### src/rtl/food_ctrl_pkg.sv
// Shared definitions for the food placement controller.
//   COORD_W     : width of every x/y coordinate on the playfield
//   SEG_MAX_DEF : default snake body RAM depth
//   state_t     : food placement FSM states
package food_ctrl_pkg;

  localparam int unsigned COORD_W     = 10;
  localparam int unsigned SEG_MAX_DEF = 64;

  typedef enum logic [2:0] {
    IDLE,
    REQ,
    WAIT,
    SCAN,
    PLACE,
    HOLD
  } state_t;

endpackage

### src/rtl/food_ctrl_body_scan.sv
// Walks the snake body RAM and compares every segment with a candidate
// food position.
//   clk, rst       : clock, asynchronous active-high reset
//   go             : pulse in the cycle before the scan starts; loads len,
//                    rewinds the address to 0
//   active         : scan cycle in progress (address advances, compares valid)
//   len            : number of segments to visit (already clamped)
//   cand_x, cand_y : candidate position under test
//   body_x, body_y : RAM read data, one cycle behind addr
//   addr           : RAM read address; holds while not active
//   done           : last scan cycle (every segment compared)
//   hit            : the segment compared this cycle equals the candidate
module food_ctrl_body_scan
  import food_ctrl_pkg::*;
#(
  parameter int unsigned ADDR_W = 6
) (
  input  logic               clk,
  input  logic               rst,
  input  logic               go,
  input  logic               active,
  input  logic [6:0]         len,
  input  logic [COORD_W-1:0] cand_x,
  input  logic [COORD_W-1:0] cand_y,
  input  logic [COORD_W-1:0] body_x,
  input  logic [COORD_W-1:0] body_y,
  output logic [ADDR_W-1:0]  addr,
  output logic               done,
  output logic               hit
);

  // k is the scan cycle index: cycle k issues address k (if k < len) and
  // compares the data returned for address k-1 (if k > 0), so a scan of
  // len segments lasts len+1 cycles.
  logic [6:0] k;
  logic [6:0] len_q;

  always_ff @(posedge clk or posedge rst) begin
    if (rst) begin
      k     <= '0;
      len_q <= '0;
      addr  <= '0;
    end else if (go) begin
      k     <= '0;
      len_q <= len;
      addr  <= '0;
    end else if (active) begin
      k <= k + 7'd1;
      if ((k + 7'd1) < len_q)
        addr <= ADDR_W'(k + 7'd1);
    end
  end

  assign done = active && (k == len_q);
  assign hit  = active && (k != 7'd0) && (body_x == cand_x) && (body_y == cand_y);

endmodule

### src/rtl/food_ctrl.sv
// Food placement controller: requests a random box position, rejects
// positions that overlap the snake body, publishes the accepted food and
// detects the head eating it.
//   clk, rst            : clock, asynchronous active-high reset
//   start               : pulse; (re)start food placement from any state
//   head_step           : pulse; head moved this cycle
//   head_x, head_y      : current head position
//   snake_len           : valid segment count (clamped to SEG_MAX)
//   body_addr           : body RAM read address, index 0 is the head
//   body_x, body_y      : body RAM data, one cycle after body_addr
//   drive               : one-cycle request to random_box
//   box_x, box_y        : candidate from random_box, BOX_LAT after drive
//   food_x, food_y      : accepted food position
//   food_valid          : food position is stable and displayable
//   eat                 : pulse; head reached the food
//   place_fail          : sticky; last placement was force-accepted
module food_ctrl
  import food_ctrl_pkg::*;
#(
  parameter int unsigned SEG_MAX   = SEG_MAX_DEF,
  parameter int unsigned ADDR_W    = 6,
  parameter int unsigned BOX_LAT   = 2,
  parameter int unsigned MAX_RETRY = 8
) (
  input  logic               clk,
  input  logic               rst,
  input  logic               start,
  input  logic               head_step,
  input  logic [COORD_W-1:0] head_x,
  input  logic [COORD_W-1:0] head_y,
  input  logic [6:0]         snake_len,
  output logic [ADDR_W-1:0]  body_addr,
  input  logic [COORD_W-1:0] body_x,
  input  logic [COORD_W-1:0] body_y,
  output logic               drive,
  input  logic [COORD_W-1:0] box_x,
  input  logic [COORD_W-1:0] box_y,
  output logic [COORD_W-1:0] food_x,
  output logic [COORD_W-1:0] food_y,
  output logic               food_valid,
  output logic               eat,
  output logic               place_fail
);

  state_t state, state_nxt;

  logic [3:0]         wcnt;
  logic [3:0]         retry;
  logic [COORD_W-1:0] cand_x, cand_y;
  logic [6:0]         len_c;
  logic               wlast, exhaust, head_hit;
  logic               go, scan_active, scan_done, scan_hit;

  assign len_c    = (snake_len > 7'(SEG_MAX)) ? 7'(SEG_MAX) : snake_len;
  assign wlast    = (wcnt == 4'(BOX_LAT - 1));
  assign exhaust  = ((retry + 4'd1) == 4'(MAX_RETRY));
  assign head_hit = head_step && (head_x == food_x) && (head_y == food_y);

  // A start during SCAN freezes the address so it holds its last value.
  assign scan_active = (state == SCAN) && !start;

  food_ctrl_body_scan #(
    .ADDR_W (ADDR_W)
  ) u_scan (
    .clk    (clk),
    .rst    (rst),
    .go     (go),
    .active (scan_active),
    .len    (len_c),
    .cand_x (cand_x),
    .cand_y (cand_y),
    .body_x (body_x),
    .body_y (body_y),
    .addr   (body_addr),
    .done   (scan_done),
    .hit    (scan_hit)
  );

  always_comb begin
    state_nxt = state;
    eat       = 1'b0;
    go        = 1'b0;
    if (start) begin
      state_nxt = REQ;
    end else begin
      unique case (state)
        IDLE:  state_nxt = IDLE;
        REQ:   state_nxt = WAIT;
        WAIT: begin
          if (wlast) begin
            go        = 1'b1;
            state_nxt = SCAN;
          end
        end
        SCAN: begin
          // A hit on the final compare still counts as a collision.
          if (scan_hit)
            state_nxt = exhaust ? PLACE : REQ;
          else if (scan_done)
            state_nxt = PLACE;
        end
        PLACE: state_nxt = HOLD;
        HOLD: begin
          if (head_hit) begin
            eat       = 1'b1;
            state_nxt = REQ;
          end
        end
        default: state_nxt = IDLE;
      endcase
    end
  end

  // Decoded from state so that an asynchronous reset drops them at once.
  assign drive      = (state == REQ);
  assign food_valid = (state == HOLD) && !eat && !start;

  always_ff @(posedge clk or posedge rst) begin
    if (rst) begin
      state      <= IDLE;
      wcnt       <= '0;
      retry      <= '0;
      cand_x     <= '0;
      cand_y     <= '0;
      food_x     <= '0;
      food_y     <= '0;
      place_fail <= 1'b0;
    end else begin
      state <= state_nxt;
      wcnt  <= ((state == WAIT) && (state_nxt == WAIT)) ? wcnt + 4'd1 : '0;
      if (go) begin
        cand_x <= box_x;
        cand_y <= box_y;
      end
      if (start) begin
        retry      <= '0;
        place_fail <= 1'b0;
      end else if ((state == SCAN) && scan_hit) begin
        retry <= retry + 4'd1;
        if (exhaust)
          place_fail <= 1'b1;
      end else if (eat) begin
        retry <= '0;
      end
      if ((state == PLACE) && !start) begin
        food_x <= cand_x;
        food_y <= cand_y;
      end
    end
  end

endmodule

### config.mk
export PLATFORM = sky130hd
export DESIGN_NAME = food_ctrl
export DESIGN_NICKNAME = d
export VERILOG_FILES = /design/src/rtl/food_ctrl_pkg.sv /design/src/rtl/food_ctrl_body_scan.sv /design/src/rtl/food_ctrl.sv
export SDC_FILE = /design/constraint.sdc
export NUM_CORES = 1
export LEC_CHECK = 0
export CORE_MARGIN = 2
export CORE_UTILIZATION = 35
export DETAILED_ROUTE_END_ITERATION = 8
export PLACE_DENSITY = 0.75
export REMOVE_ABC_BUFFERS = 1
export SETUP_SLACK_MARGIN = 0.4
export SLEW_MARGIN = 15
export SYNTH_ARGS = -nofsm -noshare
export SYNTH_HDL_FRONTEND = slang
export SYNTH_SLANG_ARGS = --single-unit
### constraint.sdc
create_clock -name clk -period 2.4 [get_ports clk]
set_clock_uncertainty 0.05 [all_clocks]
set_input_delay 0.48 -clock clk [delete_from_list [all_inputs] [get_ports clk]]
set_output_delay 0.48 -clock clk [all_outputs]
set_load 0.005 [all_outputs]
==> reports/qor_table.md <==
| Group | Result | This run |
|:---|:---|:---|
| worst setup path | Worst R2R Setup Slack | 70 ps |
| synthesis | Share of the synthesized area in the top cell type | 47.2% |
| worst setup path | Maximum net fanout on the critical path | 2 |
| synthesis | Async set-reset flop share out of synthesis | 100% |
| synthesis | Ys Warns | 0 |
| synthesis | Synthesized instance count | 347 |
| worst setup path | CP top delay family | buffers and inverters |
| timing | Max-slew violation count | 0 |
| synthesis | Number of library cell types mapped by synthesis | 43 |
| worst setup path | Worst EP arrival | 1980 ps |
| timing | Total Neg Setup Slack | -149 ps |
| layout | Number of fillers in the final layout | 915 |
| synthesis | Area contributors post-synth | sky130_fd_sc_hd__dfrtp_1, sky130_fd_sc_hd__mux2_2, sky130_fd_sc_hd__xor2_1 |
| worst setup path | Critical Setup Path Class | in -> out |
| die | Standard cell core area | 10700 sq um |
| clocking | TritonCTS clock tree | yes |
| synthesis | Number of synthesized flops with an enable pin | 0 |
| synthesis | Compound-gate portion of the synthesized area | 7.25% |
| synthesis | Most area-hungry cell type in the Yosys netlist | sky130_fd_sc_hd__dfrtp_1 |
| synthesis | Dominant combinational cell family by area after synthesis | simple AND/OR/NAND/NOR gates |
| timing | Number of setup violations in the final report | 2 |
| timing | Max Clock Freq | 0.399 GHz |
| synthesis | Sequential-to-total area share from yosys stat | 47.2% |
| synthesis | Synth Area in XOR/XNOR | 13.1% |
| worst hold path | Type of the tightest min-delay check | reg -> reg |
| pwr | Power per cell area | 623 nW/um^2 |
| routing | Total wire length after detailed routing | 11000 microns |
| flow run | Number of max-cap violations | 0 |
| pwr | Overall power | 3.75 mW |
| worst setup path | Number of cells traversed by the worst register-to-register path | 9 |
| worst setup path | Maximum cell stage delay along the critical path | 420 ps |
| placed design | I/O Buffers | 100 |
| die | Horizontal extent of the die | 108 microns |
| clocking | Clock-pin slew reported for the worst setup and hold paths after clock tree synthesis | 70 ps |
| synthesis | Share of cell area taken by muxes after synthesis | 11.8% |
| worst setup path | Cell breakdown of the critical path | clkdlybuf4s50_1 -> xor2_1 -> nor3_1 -> nand4_1 -> buf_4 -> nor3_1 -> buf_2 |
| die | Number of placement rows | 38 |
| global route | First-pass GRT wire length | 16600 microns |
| routing | Overall via count from detail_route | 3327 |
| clocking | Clk Latency, worst-skew pair | 350 ps |
| clocking | Sink count of the clock tree | 72 |
| routing | Detail-routed net length per standard cell | 16.8 microns |
| clocking | CTS Buf Count | 9 |
| die | Chip height | 108 microns |
| die | Starting density of the core | 35.5% |
| worst setup path | Crit-path slowest cell | sky130_fd_sc_hd__clkdlybuf4s50_1 |
| worst setup path | Capturing point of the worst reg2reg path | retry[2]$_DFFE_PP0P_ |
| outcome | Violated checks | setup timing |
| die | Total I/O pin count | 101 |
| worst setup path | Critical Path Most Common Cell | sky130_fd_sc_hd__nor3_1 |
| clocking | CTS HTree Levels | 3 |
| pwr | Peak supply drop | 0.414 mV |
| placed design | Post-detailed-placement half-perimeter wirelength | 7080 microns |
| worst setup path | Type of element launching the critical path | input pin |
| outcome | Result of the run | complete, but fails checks |
| routing | Remaining design rule violation count | 0 |
| worst hold path | Startpoint of the lowest-slack hold path | wcnt[0]$_DFF_PP0_ |
| layout | Final design utilization | 56.1% |
| routing | Router iterations before antenna repair | 4 |
| timing | Post-layout min period | 2510 ps |
| placed design | Global placement routability congestion | 0.829 |
| layout | Ant diodes | 0 |
| global route | Number of global-route vias before repair | 3389 |
| layout | Area growth from synthesis to layout | 58.0% |
| layout | Sequential cell area in the final layout | 1810 sq um |
| worst hold path | Worst hold stages | 1 |
| timing | Final setup margin | -109 ps |
| worst hold path | End point of the most critical hold path | wcnt[0]$_DFF_PP0_ |
| layout | Multi-input logic area | 2240 sq um |
| synthesis | Adder-cell area share of the yosys netlist | 3.94% |
| pwr | Leakage component of the power | 2.73 nW |
| synthesis | Area of the mapped netlist | 3810 sq um |
| global route | Leftover overflow at the end of global routing | 0 |
| routing | Vias per cell | 5.08 |
| routing | Number of design-rule violations left by the first detailed-router iteration | 91 |
| timing | RSZ-0062 raised after global routing | true |
| global route | Pin count of the biggest net entering global routing | 73 |
| global route | Antenna violations before repair | 0 |
| global route | Tot GR Track Use | 18.3% |
| synthesis | Simple-Gate Fraction of Synth Area | 13.1% |
| worst setup path | Startpoint of the lowest-slack register-to-register path | food_x[7]$_DFFE_PP0P_ |
| clocking | Number of hold buffers added after CTS | 0 |
| clocking | Max Buffers Root-to-Sink | 2 |
| clocking | Clock root cell | sky130_fd_sc_hd__clkbuf_8 |
| layout | Share of post-route cells with drive strength above 1 | 35.1% |
| synthesis | Mean cell area of the mapped netlist | 11.0 sq um |
| timing | Number of failing hold endpoints at the final stage | 0 |
| timing | Max-slew headroom at the worst pin | 72.7% |
| die | Die area | 11800 sq um |
| worst setup path | Crit. End Element | output port |
| timing | Share of the clock period used by the worst path after layout | 105% |
| synthesis | Yosys reg bits | 72 |
| layout | Final net count | 594 |
| synthesis | Most used flip-flop cell after synthesis | sky130_fd_sc_hd__dfrtp_1 |
| worst setup path | CP required | 1870 ps |
| worst setup path | CP bufs+invs | 3 |
| timing | Slew at the pin closest to its max-slew limit | 409 ps |
| routing | Antenna Violating Nets Remaining | 0 |
==> kinds of logic (layout without fill, tap and decap cells) <==
kind of cell    Yosys count  count (layout)
simple gates             94              94
buf+inv                  29             197
compound gates           43              43
fa+ha+maj                12              12
flops                    72              72
mux                      40              40
xor+xnor                 57              57
==> per-layer routing <==
layer / global-route usage, % / vias to the layer above / routed length (microns)
met3: 5.30 / 21 / 637
li1: - / 1535 / -
met4: 6.23 / 0 / 217
met1: 21.5 / 1668 / 4370
met2: 32.1 / 103 / 5790
met5: 0 / - / 0
==> worst max path at each step <==
stage / start / to / slack, ps / depth (start not counted)
2_1_floorplan: wcnt[1]$_DFF_PP0_ / cand_x[0]$_DFFE_PP0P_ / -690 / 6
3_3_place_gp: head_y[3] / food_valid / -670 / 9
3_5_place_dp: head_y[3] / food_valid / -680 / 9
4_1_cts: food_y[7]$_DFFE_PP0P_ / food_valid / -80 / 8
5_1_grt: food_y[3]$_DFFE_PP0P_ / eat / -270 / 7
6_report: head_x[6] / eat / -110 / 7
==> stage by stage <==
step	instances	instance area [sq um]	setup WS, ps	hold slack (ps)
finish	655	6030	-109	459
global route	655	6030	-274	495
CTS	638	5690	-82.1	470
detailed placement	607	5220	-680	461
global placement	607	5220	-670	430
floorplan	333	3730	-688	410
==> power breakdown <==
group          internal [mW]  total [mW]  switching, mW
logic                  0.703        1.26          0.552
clock network          0.471       0.953          0.482
registers               1.37        1.55          0.171
==> placed cells by master, fill, tap and decap left out, drive strengths merged, types with 3 or more instances in the layout <==
| cell | instances |
|---|---|
| xnor2 | 7 |
| nand3b | 7 |
| nor2 | 17 |
| clkinv | 4 |
| dlymetal6s2s | 3 |
| dlygate4sd2 | 26 |
| nor3 | 18 |
| dfrtp | 72 |
| inv | 15 |
| clkbuf | 10 |
| o21ai | 14 |
| clkdlybuf4s50 | 69 |
| a21o | 3 |
| nor4 | 11 |
| a21oi | 12 |
| buf | 68 |
| nand2 | 16 |
| nand4 | 3 |
| nand3 | 11 |
| mux2 | 40 |
| xor2 | 50 |
| ha | 12 |
==> registers in the layout (all words and copies together) (netlist names) <==
register      count
cand_x           10
place_fail        1
state             3
u_scan.addr       6
u_scan.len_q      7
wcnt              4
u_scan.k          7
food_x           10
cand_y           10
retry             4
food_y           10
==> cell usage after synthesis, drive strengths merged (2+ instances only) <==
cell type and count:
nand4 3, nor4b 2, dfrtp 72, or3 2, nor4 11, nor3 18
buf 13, mux2 40, ha 12, inv 15, o21ai 14, xor2 50
xnor2 7, nor2 17, or4 2, a21oi 12, nand3 11, nand2 16
or2 2, nand3b 7, a21o 3, a211oi 2, o31ai 2
==> cell type report <==
type / count / area share (%)
Timing Repair Buffer: 167 / 25.9
Multi-Input combinational cell: 246 / 37.1
Inverter: 15 / 0.976
Sequential cell: 72 / 30.0
Clock buffer: 9 / 2.06
Clock inverter: 6 / 1.02
Tap cell: 140 / 2.91
==> what timing repair did <==
action / 4_1_cts / 5_1_grt
gates cloned: 0 / 1
gates resized for setup: 77 / 35
setup buffers: 16 / 16
pin swaps: 41 / 32
endpoints found under the setup margin: 17 / 32
Note: power is estimated with default switching activity, not from simulation.
